File: src/rtl/bcp_pkg.sv
// Shared types and widths for the boolean-constraint-propagation engine.
`ifndef MAX_VARS_BITS
`define MAX_VARS_BITS 4
`endif
`ifndef MAX_CLAUSES_BITS
`define MAX_CLAUSES_BITS 4
`endif

package bcp_pkg;
  localparam int VAR_W = `MAX_VARS_BITS;
  localparam int CLS_W = `MAX_CLAUSES_BITS;
  localparam int LIT_W = VAR_W + 2;

  typedef struct packed {
    logic             valid;
    logic             neg;
    logic [VAR_W-1:0] var_idx;
  } lit_t;

  typedef enum logic [2:0] {
    S_IDLE,
    S_WAIT_CDB,
    S_LIT_REQ,
    S_LIT_EVAL,
    S_EVAL_DONE,
    S_PUSH
  } bcp_state_e;

  function automatic logic lit_true(input logic neg, input logic val, input logic unassigned);
    return !unassigned && (val == !neg);
  endfunction
endpackage

File: src/rtl/clause_idx_fifo.sv
// Synchronous FIFO for clause indices; caller never reads empty or writes full without a read.
module clause_idx_fifo #(
  parameter int unsigned DEPTH = 8,
  parameter int unsigned WIDTH = 4
) (
  input  logic                     clk,
  input  logic                     rst,
  input  logic                     clr,
  input  logic                     wr_en,
  input  logic [WIDTH-1:0]         wr_data,
  input  logic                     rd_en,
  output logic [WIDTH-1:0]         rd_data,
  output logic                     full,
  output logic                     empty,
  output logic [$clog2(DEPTH):0]   count
);
  localparam int unsigned PTR_W = $clog2(DEPTH);
  localparam int unsigned CNT_W = PTR_W + 1;

  logic [WIDTH-1:0] mem [DEPTH];
  logic [PTR_W-1:0] wr_ptr, rd_ptr;

  always_ff @(posedge clk or posedge rst) begin
    if (rst) begin
      wr_ptr <= '0;
      rd_ptr <= '0;
      count  <= '0;
    end else if (clr) begin
      wr_ptr <= '0;
      rd_ptr <= '0;
      count  <= '0;
    end else begin
      if (wr_en) wr_ptr <= wr_ptr + 1'b1;
      if (rd_en) rd_ptr <= rd_ptr + 1'b1;
      count <= count + CNT_W'(wr_en) - CNT_W'(rd_en);
    end
  end

  always_ff @(posedge clk) begin
    if (wr_en && !clr) mem[wr_ptr] <= wr_data;
  end

  assign rd_data = mem[rd_ptr];
  assign full    = (count == CNT_W'(DEPTH));
  assign empty   = (count == '0);
endmodule

File: src/rtl/bcp_engine.sv
// Fetches queued clauses, evaluates literals serially and reports conflicts or unit implications.
module bcp_engine
  import bcp_pkg::*;
#(
  parameter int unsigned FIFO_DEPTH = 8,
  parameter int unsigned MAX_LITS   = 4
) (
  input  logic                      clock,
  input  logic                      reset,
  input  logic                      reset_bcp,
  input  logic                      bcp_en,
  input  logic [CLS_W-1:0]          bcp_clause_idx,
  output logic                      bcp_busy,
  output logic                      conflict,
  output logic                      overflow,
  output logic                      cdb_read,
  output logic [CLS_W-1:0]          cdb_idx,
  input  logic [MAX_LITS*LIT_W-1:0] cdb_lits,
  output logic                      read_vs_bcp,
  output logic [VAR_W-1:0]          var_vs_bcp,
  input  logic                      val_vs_bcp,
  input  logic                      unassign_vs_bcp,
  input  logic                      full_imply,
  output logic                      push_imply,
  output logic [VAR_W-1:0]          var_in_imply,
  output logic                      val_in_imply,
  output logic                      type_in_imply
);
  localparam int unsigned IDX_W = (MAX_LITS > 1) ? $clog2(MAX_LITS) : 1;
  localparam int unsigned CNT_W = $clog2(FIFO_DEPTH) + 1;

  bcp_state_e               state, state_nx;
  lit_t [MAX_LITS-1:0]      lits_q, search_lits;
  logic [IDX_W-1:0]         lit_idx, nxt_idx;
  logic                     nxt_found;
  int unsigned              search_from;
  logic [1:0]               n_unassigned;
  logic                     unit_neg;
  logic [VAR_W-1:0]         unit_var;
  logic                     cur_true;

  logic                     fifo_rd, fifo_wr, fifo_full, fifo_empty;
  logic [CLS_W-1:0]         fifo_head;
  logic [CNT_W-1:0]         fifo_count;

  // A full FIFO still accepts an index when the head leaves in the same cycle.
  assign fifo_wr = bcp_en && !reset_bcp && (!fifo_full || fifo_rd);

  clause_idx_fifo #(.DEPTH(FIFO_DEPTH), .WIDTH(CLS_W)) u_fifo (
    .clk     (clock),
    .rst     (reset),
    .clr     (reset_bcp),
    .wr_en   (fifo_wr),
    .wr_data (bcp_clause_idx),
    .rd_en   (fifo_rd),
    .rd_data (fifo_head),
    .full    (fifo_full),
    .empty   (fifo_empty),
    .count   (fifo_count)
  );

  assign bcp_busy = bcp_en || (fifo_count != '0) || (state != S_IDLE);
  assign cur_true = lit_true(lits_q[lit_idx].neg, val_vs_bcp, unassign_vs_bcp);

  // Invalid slots are skipped in the same cycle so they cost no latency.
  always_comb begin
    search_lits = lits_q;
    search_from = 32'(lit_idx) + 32'd1;
    if (state == S_WAIT_CDB) begin
      search_lits = cdb_lits;
      search_from = 0;
    end
    nxt_found = 1'b0;
    nxt_idx   = '0;
    for (int unsigned i = 0; i < MAX_LITS; i++) begin
      if (!nxt_found && i >= search_from && search_lits[i].valid) begin
        nxt_found = 1'b1;
        nxt_idx   = IDX_W'(i);
      end
    end
  end

  always_comb begin
    state_nx      = state;
    fifo_rd       = 1'b0;
    cdb_read      = 1'b0;
    cdb_idx       = '0;
    read_vs_bcp   = 1'b0;
    var_vs_bcp    = '0;
    push_imply    = 1'b0;
    var_in_imply  = '0;
    val_in_imply  = 1'b0;
    type_in_imply = 1'b0;
    unique case (state)
      S_IDLE: begin
        if (!fifo_empty) begin
          fifo_rd = 1'b1;
          if (!conflict) begin
            cdb_read = 1'b1;
            cdb_idx  = fifo_head;
            state_nx = S_WAIT_CDB;
          end
        end
      end
      S_WAIT_CDB: state_nx = nxt_found ? S_LIT_REQ : S_EVAL_DONE;
      S_LIT_REQ: begin
        read_vs_bcp = 1'b1;
        var_vs_bcp  = lits_q[lit_idx].var_idx;
        state_nx    = S_LIT_EVAL;
      end
      S_LIT_EVAL: begin
        if (cur_true)       state_nx = S_IDLE;
        else if (nxt_found) state_nx = S_LIT_REQ;
        else                state_nx = S_EVAL_DONE;
      end
      S_EVAL_DONE: state_nx = (n_unassigned == 2'd1) ? S_PUSH : S_IDLE;
      S_PUSH: begin
        if (!full_imply) begin
          push_imply    = 1'b1;
          var_in_imply  = unit_var;
          val_in_imply  = !unit_neg;
          type_in_imply = 1'b1;
          state_nx      = S_IDLE;
        end
      end
      default: state_nx = S_IDLE;
    endcase
    if (reset_bcp) begin
      state_nx      = S_IDLE;
      fifo_rd       = 1'b0;
      cdb_read      = 1'b0;
      cdb_idx       = '0;
      read_vs_bcp   = 1'b0;
      var_vs_bcp    = '0;
      push_imply    = 1'b0;
      var_in_imply  = '0;
      val_in_imply  = 1'b0;
      type_in_imply = 1'b0;
    end
  end

  always_ff @(posedge clock or posedge reset) begin
    if (reset) begin
      state        <= S_IDLE;
      lits_q       <= '0;
      lit_idx      <= '0;
      n_unassigned <= '0;
      unit_neg     <= 1'b0;
      unit_var     <= '0;
      conflict     <= 1'b0;
      overflow     <= 1'b0;
    end else begin
      state <= state_nx;
      if (reset_bcp) begin
        conflict     <= 1'b0;
        overflow     <= 1'b0;
        n_unassigned <= '0;
      end else begin
        if (bcp_en && fifo_full && !fifo_rd) overflow <= 1'b1;
        case (state)
          S_WAIT_CDB: begin
            lits_q       <= cdb_lits;
            lit_idx      <= nxt_idx;
            n_unassigned <= '0;
            unit_neg     <= 1'b0;
            unit_var     <= '0;
          end
          S_LIT_EVAL: begin
            lit_idx <= nxt_idx;
            if (unassign_vs_bcp) begin
              if (n_unassigned != 2'd2) n_unassigned <= n_unassigned + 2'd1;
              unit_neg <= lits_q[lit_idx].neg;
              unit_var <= lits_q[lit_idx].var_idx;
            end
          end
          S_EVAL_DONE: if (n_unassigned == 2'd0) conflict <= 1'b1;
          default: ;
        endcase
      end
    end
  end
endmodule

File: config.mk
export PLATFORM = sky130hd
export DESIGN_NAME = bcp_engine
export DESIGN_NICKNAME = d
export VERILOG_FILES = /design/src/rtl/bcp_pkg.sv /design/src/rtl/clause_idx_fifo.sv /design/src/rtl/bcp_engine.sv
export SDC_FILE = /design/constraint.sdc
export NUM_CORES = 1
export LEC_CHECK = 0
export ABC_AREA = 1
export CORE_ASPECT_RATIO = 1.2
export CORE_MARGIN = 2
export CORE_UTILIZATION = 54
export DETAILED_ROUTE_END_ITERATION = 8
export PLACE_DENSITY = 0.88
export SLEW_MARGIN = 25
export SYNTH_ARGS = -nofsm -noshare
export SYNTH_HDL_FRONTEND = slang
export SYNTH_SLANG_ARGS = --single-unit
export TNS_END_PERCENT = 1
File: constraint.sdc
create_clock -name clock -period 3 [get_ports clock]
set_clock_uncertainty 0.1 [all_clocks]
set_input_delay 0.3 -clock clock [delete_from_list [all_inputs] [get_ports clock]]
set_output_delay 0.3 -clock clock [all_outputs]
set_load 0.03 [all_outputs]
==> results.json, run 1 <==
{
  "post-route-min-period_ns": 2.75,
  "critical_path.max_stage_delay_ns": 0.69,
  "vias_in_the_first_global_route": 3009,
  "globalRoute.totalOverflow": 0,
  "ys_seq_elements": 80,
  "timing.final.setup_violations": 0,
  "slew_headroom": 0.598,
  "timing.final.max_slew_violations": 0,
  "clock_tree.htree_level_count": 3,
  "cts_resized": 0,
  "arrival_ns": 2.35,
  "num_vias": 3075,
  "irDropWorstVdd_uv": 530,
  "clock_latency_ns": 0.36,
  "setup.worst_path.end_class": "output port",
  "seq_area_frac_synth": 0.562,
  "hold_viol_final": 0,
  "place.gp.congestion": 0.816,
  "final_core_utilization": 0.679,
  "number_of_sinks_on_the_clock_net": 80,
  "global_route_wire_length_before_repair_um": 13900,
  "io-pin-count": 55,
  "dp_hpwl_um": 6120,
  "die_area_mm2": 0.00782,
  "period_share": 0.916,
  "cp_slowest_cell": "clkdlybuf4s50_1",
  "timing_worst_setup_path_type": "reg2out",
  "timing.hold.ws_ns": 0.300,
  "pwr_density_cell_mw_per_mm2": 872,
  "detailedRoute.firstIterationViolations": 237,
  "vias_per_cell": 5.25,
  "syn-instance-count": 434,
  "maximum_clock_path_buffer_count": 2,
  "wl_per_cell_um": 14.1,
  "die_width_um": 81.1,
  "tritoncts": "done",
  "worst_path_bufs_invs": 2,
  "initial_utilization": 0.562,
  "yosysWarnings": 0,
  "drt.antenna.violating_nets": 0,
  "cts_inserted_buffers": 9,
  "outcome": "finished clean",
  "tightestPinTransition_ns": 0.603,
  "critical_path.startpoint_type": "flip-flop",
  "final_layout_size_suffix_gt1_frac": 0.0942,
  "syn-num-nets": 482,
  "cp_data_required_time_ns": 2.60,
  "timing_limited_maximum_frequency_mhz": 364,
  "die-height_um": 96.5,
  "worst_setup_hold_path_clk_slew_ns": 0.08,
  "grt_setup_unrepaired": "no",
  "drv.max_cap_violation_count": 0,
  "number_of_synthesized_flops_with_an_enable_pin": 32,
  "num_antenna_cells": 0,
  "power_w": 0.00406,
  "final_cell_mix": "nand2_1 (115), nor2_1 (59), clkdlybuf4s50_1 (50)",
  "setup_tns_final_ns": 0,
  "rows": 33,
  "critical_path.cell_chain": "inv_1, nor3_1, nand2_1, nor2_1, clkdlybuf4s50_1",
  "antenna_found_initial": 0,
  "drc": 0,
  "cts_hold_repair.buffers": 0,
  "ys.flop_type": "dfrtp_1",
  "placement.io_buffers": 54,
  "synthToLayoutAreaGrowth_pct": 21.0,
  "largest_net_degree_at_the_start_of_global_routing": 49,
  "core_area_mm2": 0.00685,
  "ys_types": 33,
  "global_route.usage.total": 0.235,
  "cpLargestDelayFamily": "buffers and inverters",
  "post-cts-setup-buffer-count": 0,
  "wl_um": 8270,
  "num-nets-final": 542,
  "power.leakage_nw": 2.06,
  "syn_area_per_cell_um2": 8.87,
  "mostFrequentLayoutCell": "nand2_1",
  "critPathMaxFanout": 6,
  "drt-pass1-iter-count": 5,
  "hold_class": "in2async",
  "ctsRootBufferMaster": "clkbuf_8",
  "syn-cell-area_mm2": 0.00385,
  "share_of_async_settable_or_async_resettable_flops_after_synthesis": 0.600
}
[state kept, by name (all words and copies together), names as in the netlist]
register / count
overflow: 1
lit_idx: 2
unit_neg: 1
state: 3
lits_q: 24
u_fifo.wr_ptr: 3
u_fifo.count: 4
unit_var: 4
u_fifo.mem: 32
conflict: 1
u_fifo.rd_ptr: 3
n_unassigned: 2
[metal layers]
metal  vias up  share of wire  wire, um  global-route usage
li1       1539              -         -                   -
met1      1440           0.41      3380               0.279
met2        87           0.53      4380               0.424
met3         9          0.050       415              0.0474
met4         0          0.010        85              0.0791
met5         -              0         0                   0
[metrics by stage]
stage          instances  area, um^2  setup WS [ns]
3_3_place_gp         570        4480          0.565
4_1_cts              586        4660          0.248
3_5_place_dp         570        4480          0.483
2_1_floorplan        434        3850          0.725
5_1_grt              586        4660         0.0541
6_report             586        4660          0.253
[power breakdown]
group          switching [W]  leakage [nW]  total (W)  internal [W]
logic                0.00108          1.07    0.00172      0.000640
clock network       0.000419        0.0827   0.000726      0.000307
registers           0.000203         0.907    0.00162       0.00141
[cell families (layout without fill, tap and decap cells)]
kind of cell,after synthesis,in the layout,share of synthesized area
xor gates and xnor gates,1,1,0.00228
muxes,1,1,0.00260
adders and majority gates,13,13,0.0442
DFF,80,80,0.562
buffers and inverters,57,122,0.0582
AOI/OAI and AO/OA,73,73,0.105
and+or+nand+nor,209,209,0.226
[cell type report]
class,instances,area (um^2)
multi-input cells,297,1460
repair buffers,59,568
well taps,87,109
clock inverters,7,53.8
clock buffers,9,124
inverters,47,176
fillers,539,2200
flip-flops and latches,80,2160
[synth_stat cells (6+ instances only)]
library cell	count	area, um^2
o21ai_0	36	180
edfxtp_1	32	961
clkbuf_1	6	22.5
nand2_1	115	432
ha_1	12	150
a21oi_1	12	60.1
dfrtp_1	48	1200
nand2_2	7	43.8
o22ai_1	14	87.6
nor2_1	59	221
nor2_2	7	43.8
nand3_1	14	70.1
inv_1	42	158
[final timing paths]
path | endpoint | slack, ns | cells past startpoint | start
worst max register to register | u_fifo.count[2]$_DFF_PP0_ | 0.48 | 13 | u_fifo.count[2]$_DFF_PP0_
max in group asynchronous | u_fifo.rd_ptr[2]$_DFFE_PP0P_ | 2.07 | 3 | reset
worst min-delay path | lits_q[8]$_DFFE_PP0P_ | 0.30 | 3 | reset
worst min register to register | lits_q[13]$_DFFE_PP0P_ | 0.37 | 2 | lits_q[13]$_DFFE_PP0P_
worst max-delay path | val_in_imply | 0.25 | 5 | state[0]$_DFFE_PP0P_
min in group clock | lits_q[15]$_DFFE_PP0P_ | 0.37 | 3 | cdb_lits[15]
[worst reg2reg max path: stages (launching register included)]
cell and delay [ns]:
dfrtp_1 0.37, inv_1 0.10, ha_1 0.16, inv_1 0.04, nor2_1 0.24, nor2_2 0.08
nand2_2 0.10, inv_1 0.07, ha_1 0.27, inv_1 0.05, ha_1 0.24, fa_1 0.39
xnor2_1 0.15, nor2_1 0.06
Note: power is estimated with default switching activity, not from simulation.
==> inputs of run 2 (changes only) <==
- CORE_UTILIZATION: 54 -> 60
- DONT_BUFFER_PORTS: not set -> 1
- PLACE_DENSITY: 0.88 -> 0.85
==> run 2 against run 1 <==
Effect of this change:
- highest routed layer unchanged
- largest power group is now sequential cells
- worst hold slack lost 0.28 ns
- via count barely moved
- combinational power shrank 6%
- die area fell by 9.6%
==> results.json, run 2 (synthesis gave the netlist of run 1 again) <==
{
  "outcome": "finished clean",
  "global_route.usage.total": 0.264,
  "num_antenna_cells": 0,
  "setup_tns_final_ns": 0,
  "worst_setup_path_startpoint": "state[0]$_DFFE_PP0P_",
  "drv.max_cap_violation_count": 0,
  "pwr_density_cell_mw_per_mm2": 934,
  "rows": 31,
  "period_share": 0.931,
  "initial_utilization": 0.628,
  "timing.final.max_slew_violations": 0,
  "ctsRootBufferMaster": "clkbuf_8",
  "drt.antenna.violating_nets": 0,
  "rr_startpoint": "u_fifo.count[2]$_DFF_PP0_",
  "die_area_mm2": 0.00707,
  "final_core_utilization": 0.722,
  "global_route_wire_length_before_repair_um": 14400,
  "clock_tree.htree_level_count": 3,
  "final_layout_size_suffix_gt1_frac": 0.0853,
  "maximum_clock_path_buffer_count": 2,
  "wl_per_cell_um": 15.6,
  "mostFrequentLayoutCell": "nand2_1",
  "post-route-cell-area_mm2": 0.00443,
  "worst_setup_hold_path_clk_slew_ns": 0.08,
  "vias_in_the_first_global_route": 3161,
  "r2r-end": "u_fifo.count[2]$_DFF_PP0_",
  "number_of_sinks_on_the_clock_net": 80,
  "die-height_um": 91.7,
  "slew_headroom": 0.446,
  "grt_setup_unrepaired": "no",
  "placement.io_buffers": 0,
  "cts_inserted_buffers": 9,
  "num-nets-final": 512,
  "reg.largest.list": "u_fifo.mem x32, lits_q x24",
  "drc": 0,
  "hold_path_depth": 2,
  "tightestPinTransition_ns": 0.831,
  "core_area_mm2": 0.00613,
  "wl_um": 8600,
  "cp_data_required_time_ns": 2.60,
  "timing_limited_maximum_frequency_mhz": 358,
  "drt-pass1-iter-count": 6,
  "tritoncts": "done",
  "largest_register_by_flop_count": "u_fifo.mem",
  "globalRoute.totalOverflow": 0,
  "worstHoldEndpoint": "overflow$_DFFE_PP0P_",
  "timing_worst_setup_path_type": "reg2out",
  "worstRegToRegCells": 13,
  "setup.worst_path.end_class": "output port",
  "power.leakage_nw": 1.99,
  "post-route-min-period_ns": 2.79,
  "clock_latency_ns": 0.35,
  "arrival_ns": 2.39,
  "power_w": 0.00413,
  "post-cts-setup-buffer-count": 0,
  "detailedRoute.firstIterationViolations": 212,
  "irDropWorstVdd_uv": 618,
  "io-pin-count": 55,
  "reg2reg_setup_slack_ns": 0.49,
  "timing.final.setup_violations": 0,
  "placed_cell_area_mm2": 0.00393,
  "largest_net_degree_at_the_start_of_global_routing": 49,
  "vias_per_cell": 5.58,
  "num_vias": 3074,
  "place.gp.congestion": 0.868,
  "worstHoldStart": "bcp_en",
  "hold_class": "in2reg",
  "synthToLayoutAreaGrowth_pct": 15.0,
  "largest_register_ff_count": 32,
  "hold_viol_final": 0,
  "final_cell_mix": "nand2_1 (115), nor2_1 (59), dfrtp_1 (48)",
  "die_width_um": 77.1,
  "antenna_found_initial": 0,
  "critPathMaxFanout": 6,
  "dp_hpwl_um": 5720,
  "critical_path.startpoint_type": "flip-flop"
}
==> run 2: worst max-delay path by stage <==
stage                                      endpoint  slack, ns  depth (start not counted)
after floorplan           u_fifo.count[2]$_DFF_PP0_       0.73                         13
after global placement    u_fifo.count[2]$_DFF_PP0_       0.63                         13
after detailed placement  u_fifo.count[2]$_DFF_PP0_       0.52                         13
after CTS                                cdb_idx[3]       0.21                          7
after global routing                     cdb_idx[2]       0.01                          9
final                                    cdb_idx[3]       0.21                          7
==> run 2: final cells by class <==
cell class	count	area, um^2
clock inverter	1	30.0
fill	437	1700
multi-input combinational	297	1460
inverter	47	178
tap	82	103
clock buffer	15	208
sequential	80	2160
timing repair buffer	29	283
==> run 2: power breakdown <==
group / switching [W] / internal, W / leakage (nW)
logic: 0.00107 / 0.000550 / 0.964
clock network: 0.000366 / 0.000527 / 0.121
registers: 0.000210 / 0.00141 / 0.907
total: 0.00165 / 0.00249 / 1.99
==> run 2: routing by layer <==
metal | up-vias | GRT usage | share of wire
li1 | 1477 | - | -
met1 | 1474 | 0.281 | 0.38
met2 | 100 | 0.485 | 0.55
met3 | 23 | 0.0640 | 0.052
met4 | 0 | 0.132 | 0.027
met5 | - | 0 | 0
==> run 2: critical path, stage by stage, from the launching register on <==
cell and delay, ns:
dfrtp_1 0.48, nor2_2 0.16, nand2_2 0.09, nor2_2 0.15, nand2_2 0.09, nor2_2 0.42, o21ai_0 0.19, nor2_1 0.46
==> run 2: stage by stage <==
step,hold WS (ns),instances,setup WS [ns]
after detailed placement,0.268,509,0.524
after global routing,0.0207,551,0.00976
after global placement,0.266,509,0.632
after CTS,0.00351,551,0.209
after floorplan,0.299,434,0.725
final,0.0161,551,0.208
==> run 2: what timing repair did <==
action | in CTS | in global routing
resized for setup | 0 | 0
endpoints found under the hold margin | 97 | 0
hold buffers | 26 | 0
==> inputs of run 3 (changes only) <==
- CORE_UTILIZATION: 60 -> 45
- PLACE_DENSITY: 0.85 -> 0.69
==> run 3 against run 2 <==
Effect of this change:
- cell count is 6.2% higher
- critical path depth did not move
- power down 4.4%
- register-to-register slack improved by 0.06 ns
- count of clock-buffer cells in the layout shrank 6
- fmax grew 12%
- non-clock buffer count grew 2
- worst setup slack improved by 0.30 ns
- sequential cell count unchanged
- highest routed layer unchanged
- via count is 2.9% lower
==> results.json, run 3 (synthesis gave the netlist of run 1 again) <==
{
  "p_int_w": 0.00228,
  "clock_group_share_of_total_power": 0.187,
  "detailedRoute.firstIterationViolations": 127,
  "dp_hpwl_um": 5870,
  "drc": 0,
  "irDropWorstVdd_uv": 613,
  "power.share.sequential": 0.409,
  "critical_path.startpoint_type": "flip-flop",
  "die_width_um": 88.4,
  "largest_net_degree_at_the_start_of_global_routing": 49,
  "global_route_wire_length_before_repair_um": 13800,
  "slew_headroom": 0.588,
  "vias_per_cell": 5.10,
  "final_cell_mix": "nand2_1 (115), nor2_1 (59), dfrtp_1 (48)",
  "antenna_found_initial": 0,
  "mostFrequentLayoutCell": "nand2_1",
  "p_comb_frac": 0.404,
  "setup_tns_final_ns": 0,
  "drv.max_cap_violation_count": 0,
  "place.gp.congestion": 0.815,
  "critPathMaxFanout": 6,
  "die_area_mm2": 0.00931,
  "clock_tree.htree_level_count": 3,
  "io-pin-count": 55,
  "tightestPinTransition_ns": 0.616,
  "arrival_ns": 2.09,
  "setup.worst_path.end_class": "output port",
  "switching_share": 0.422,
  "timing.final.max_slew_violations": 0,
  "cp_data_required_time_ns": 2.60,
  "num-nets-final": 514,
  "hold_class": "in2reg",
  "synthToLayoutAreaGrowth_pct": 15.1,
  "maximum_clock_path_buffer_count": 2,
  "die-height_um": 105,
  "number_of_sinks_on_the_clock_net": 80,
  "placement.io_buffers": 0,
  "largest_register_by_flop_count": "u_fifo.mem",
  "num_antenna_cells": 0,
  "timing.final.setup_violations": 0,
  "wl_per_cell_um": 14.0,
  "grtUsageMet1": 0.207,
  "gr-usage-met3": 0.0454,
  "vias_in_the_first_global_route": 3041,
  "outcome": "finished clean",
  "timing_worst_setup_path_type": "reg2out",
  "hold_viol_final": 0,
  "ctsRootBufferMaster": "clkbuf_8",
  "rows": 36,
  "tritoncts": "done",
  "pwr_density_cell_mw_per_mm2": 892,
  "period_share": 0.831,
  "num_vias": 2985,
  "drt-pass1-iter-count": 4,
  "cts_inserted_buffers": 9,
  "fillers": 752,
  "power.leakage_nw": 1.97,
  "drt.antenna.violating_nets": 0,
  "grt.busiest_layer": "met2",
  "timing_limited_maximum_frequency_mhz": 401,
  "initial_utilization": 0.469,
  "wl_um": 8200,
  "globalRouteMet2Util": 0.344,
  "clock_latency_ns": 0.36,
  "largest_register_ff_count": 32,
  "grt_setup_unrepaired": "no",
  "post-route-min-period_ns": 2.49,
  "reg.largest.list": "u_fifo.mem x32, lits_q x24",
  "p_switching_w": 0.00167,
  "final_layout_size_suffix_gt1_frac": 0.0892,
  "core_area_mm2": 0.00820,
  "globalRoute.totalOverflow": 0,
  "post-route-cell-area_mm2": 0.00443,
  "placed_cell_area_mm2": 0.00398,
  "global_route.usage.total": 0.190,
  "worst_setup_hold_path_clk_slew_ns": 0.09
}
==> run 3: cell count changes in the layout (fill, tap and decap cells not counted) <==
cell,delta
clkbuf_1,-1
clkbuf_16,-1
clkbuf_8,-4
inv_6,+4
clkinv_4,+1
bufinv_16,-1
inv_4,+1
clkinv_2,-1
dlygate4sd3_1,+1
clkinvlp_4,+2
buf_4,+1
==> run 3: path summary, 6_finish.rpt <==
kind                                           start                           end  slack, ns  cells after the start
max                             state[0]$_DFFE_PP0P_                    cdb_idx[2]       0.51                      7
min                                      cdb_lits[5]         lits_q[5]$_DFFE_PP0N_       0.01                      2
max reg2reg                u_fifo.count[2]$_DFF_PP0_     u_fifo.count[2]$_DFF_PP0_       0.55                     13
min reg2reg                   lits_q[10]$_DFFE_PP0P_        lits_q[10]$_DFFE_PP0P_       0.38                      2
max in group asynchronous                      reset     u_fifo.count[2]$_DFF_PP0_       1.99                      2
min in group asynchronous                      reset  u_fifo.wr_ptr[2]$_DFFE_PP0P_       0.40                      2
==> run 3: final cells by class <==
| cell class | instances | area [um^2] | share of cell area |
|---|---|---|---|
| clock buffers | 9 | 124 | 0.0280 |
| clock inverters | 7 | 58.8 | 0.0133 |
| inverters | 47 | 179 | 0.0404 |
| multi-input cells | 297 | 1460 | 0.330 |
| flip-flops and latches | 80 | 2160 | 0.488 |
| well taps | 114 | 143 | 0.0322 |
| repair buffers | 31 | 300 | 0.0678 |
==> run 3: timing repair <==
item                                   4_1_cts  5_1_grt
setup buffers                                0        0
gates resized for setup                      0        0
setup endpoints to repair                    0        0
hold buffers                                27        0
endpoints found under the hold margin      109        0
==> run 3: power by group through the flow <==
| stage | Combinational (W) | Sequential [W] | Clock [W] |
|---|---|---|---|
| finish | 0.00160 | 0.00162 | 0.000740 |
| global route | 0.00185 | 0.00165 | 0.000796 |
| CTS | 0.00161 | 0.00162 | 0.000756 |
| detailed placement | 0.00156 | 0.00164 | 0 |
| global placement | 0.00151 | 0.00163 | 0 |
| floorplan | 0.00128 | 0.00158 | 0 |
==> run 3: per-stage QoR <==
stage / total power (W) / instances / hold WS (ns) / setup slack, ns / util
after floorplan: 0.00285 / 434 / 0.299 / 0.725 / -
after global placement: 0.00314 / 542 / 0.267 / 0.636 / 0.485
after detailed placement: 0.00320 / 542 / 0.196 / 0.572 / 0.485
after CTS: 0.00398 / 585 / 0.00414 / 0.478 / 0.540
after global routing: 0.00429 / 585 / 0.0162 / 0.333 / 0.540
final: 0.00395 / 585 / 0.0137 / 0.508 / 0.540
==> run 3: routing by layer <==
metal,vias up,part of all wire
met3,18,0.054
met4,0,0.026
li1,1483,-
met5,-,0
met2,89,0.53
met1,1395,0.39
==> run 3: critical path: stages, from the launching register on <==
cell and delay, ns:
dfrtp_1 0.48, nor2_2 0.16, nand2_2 0.09, nor2_2 0.15
nand2_2 0.09, nor2_2 0.20, o21ai_0 0.12, nor2_1 0.45
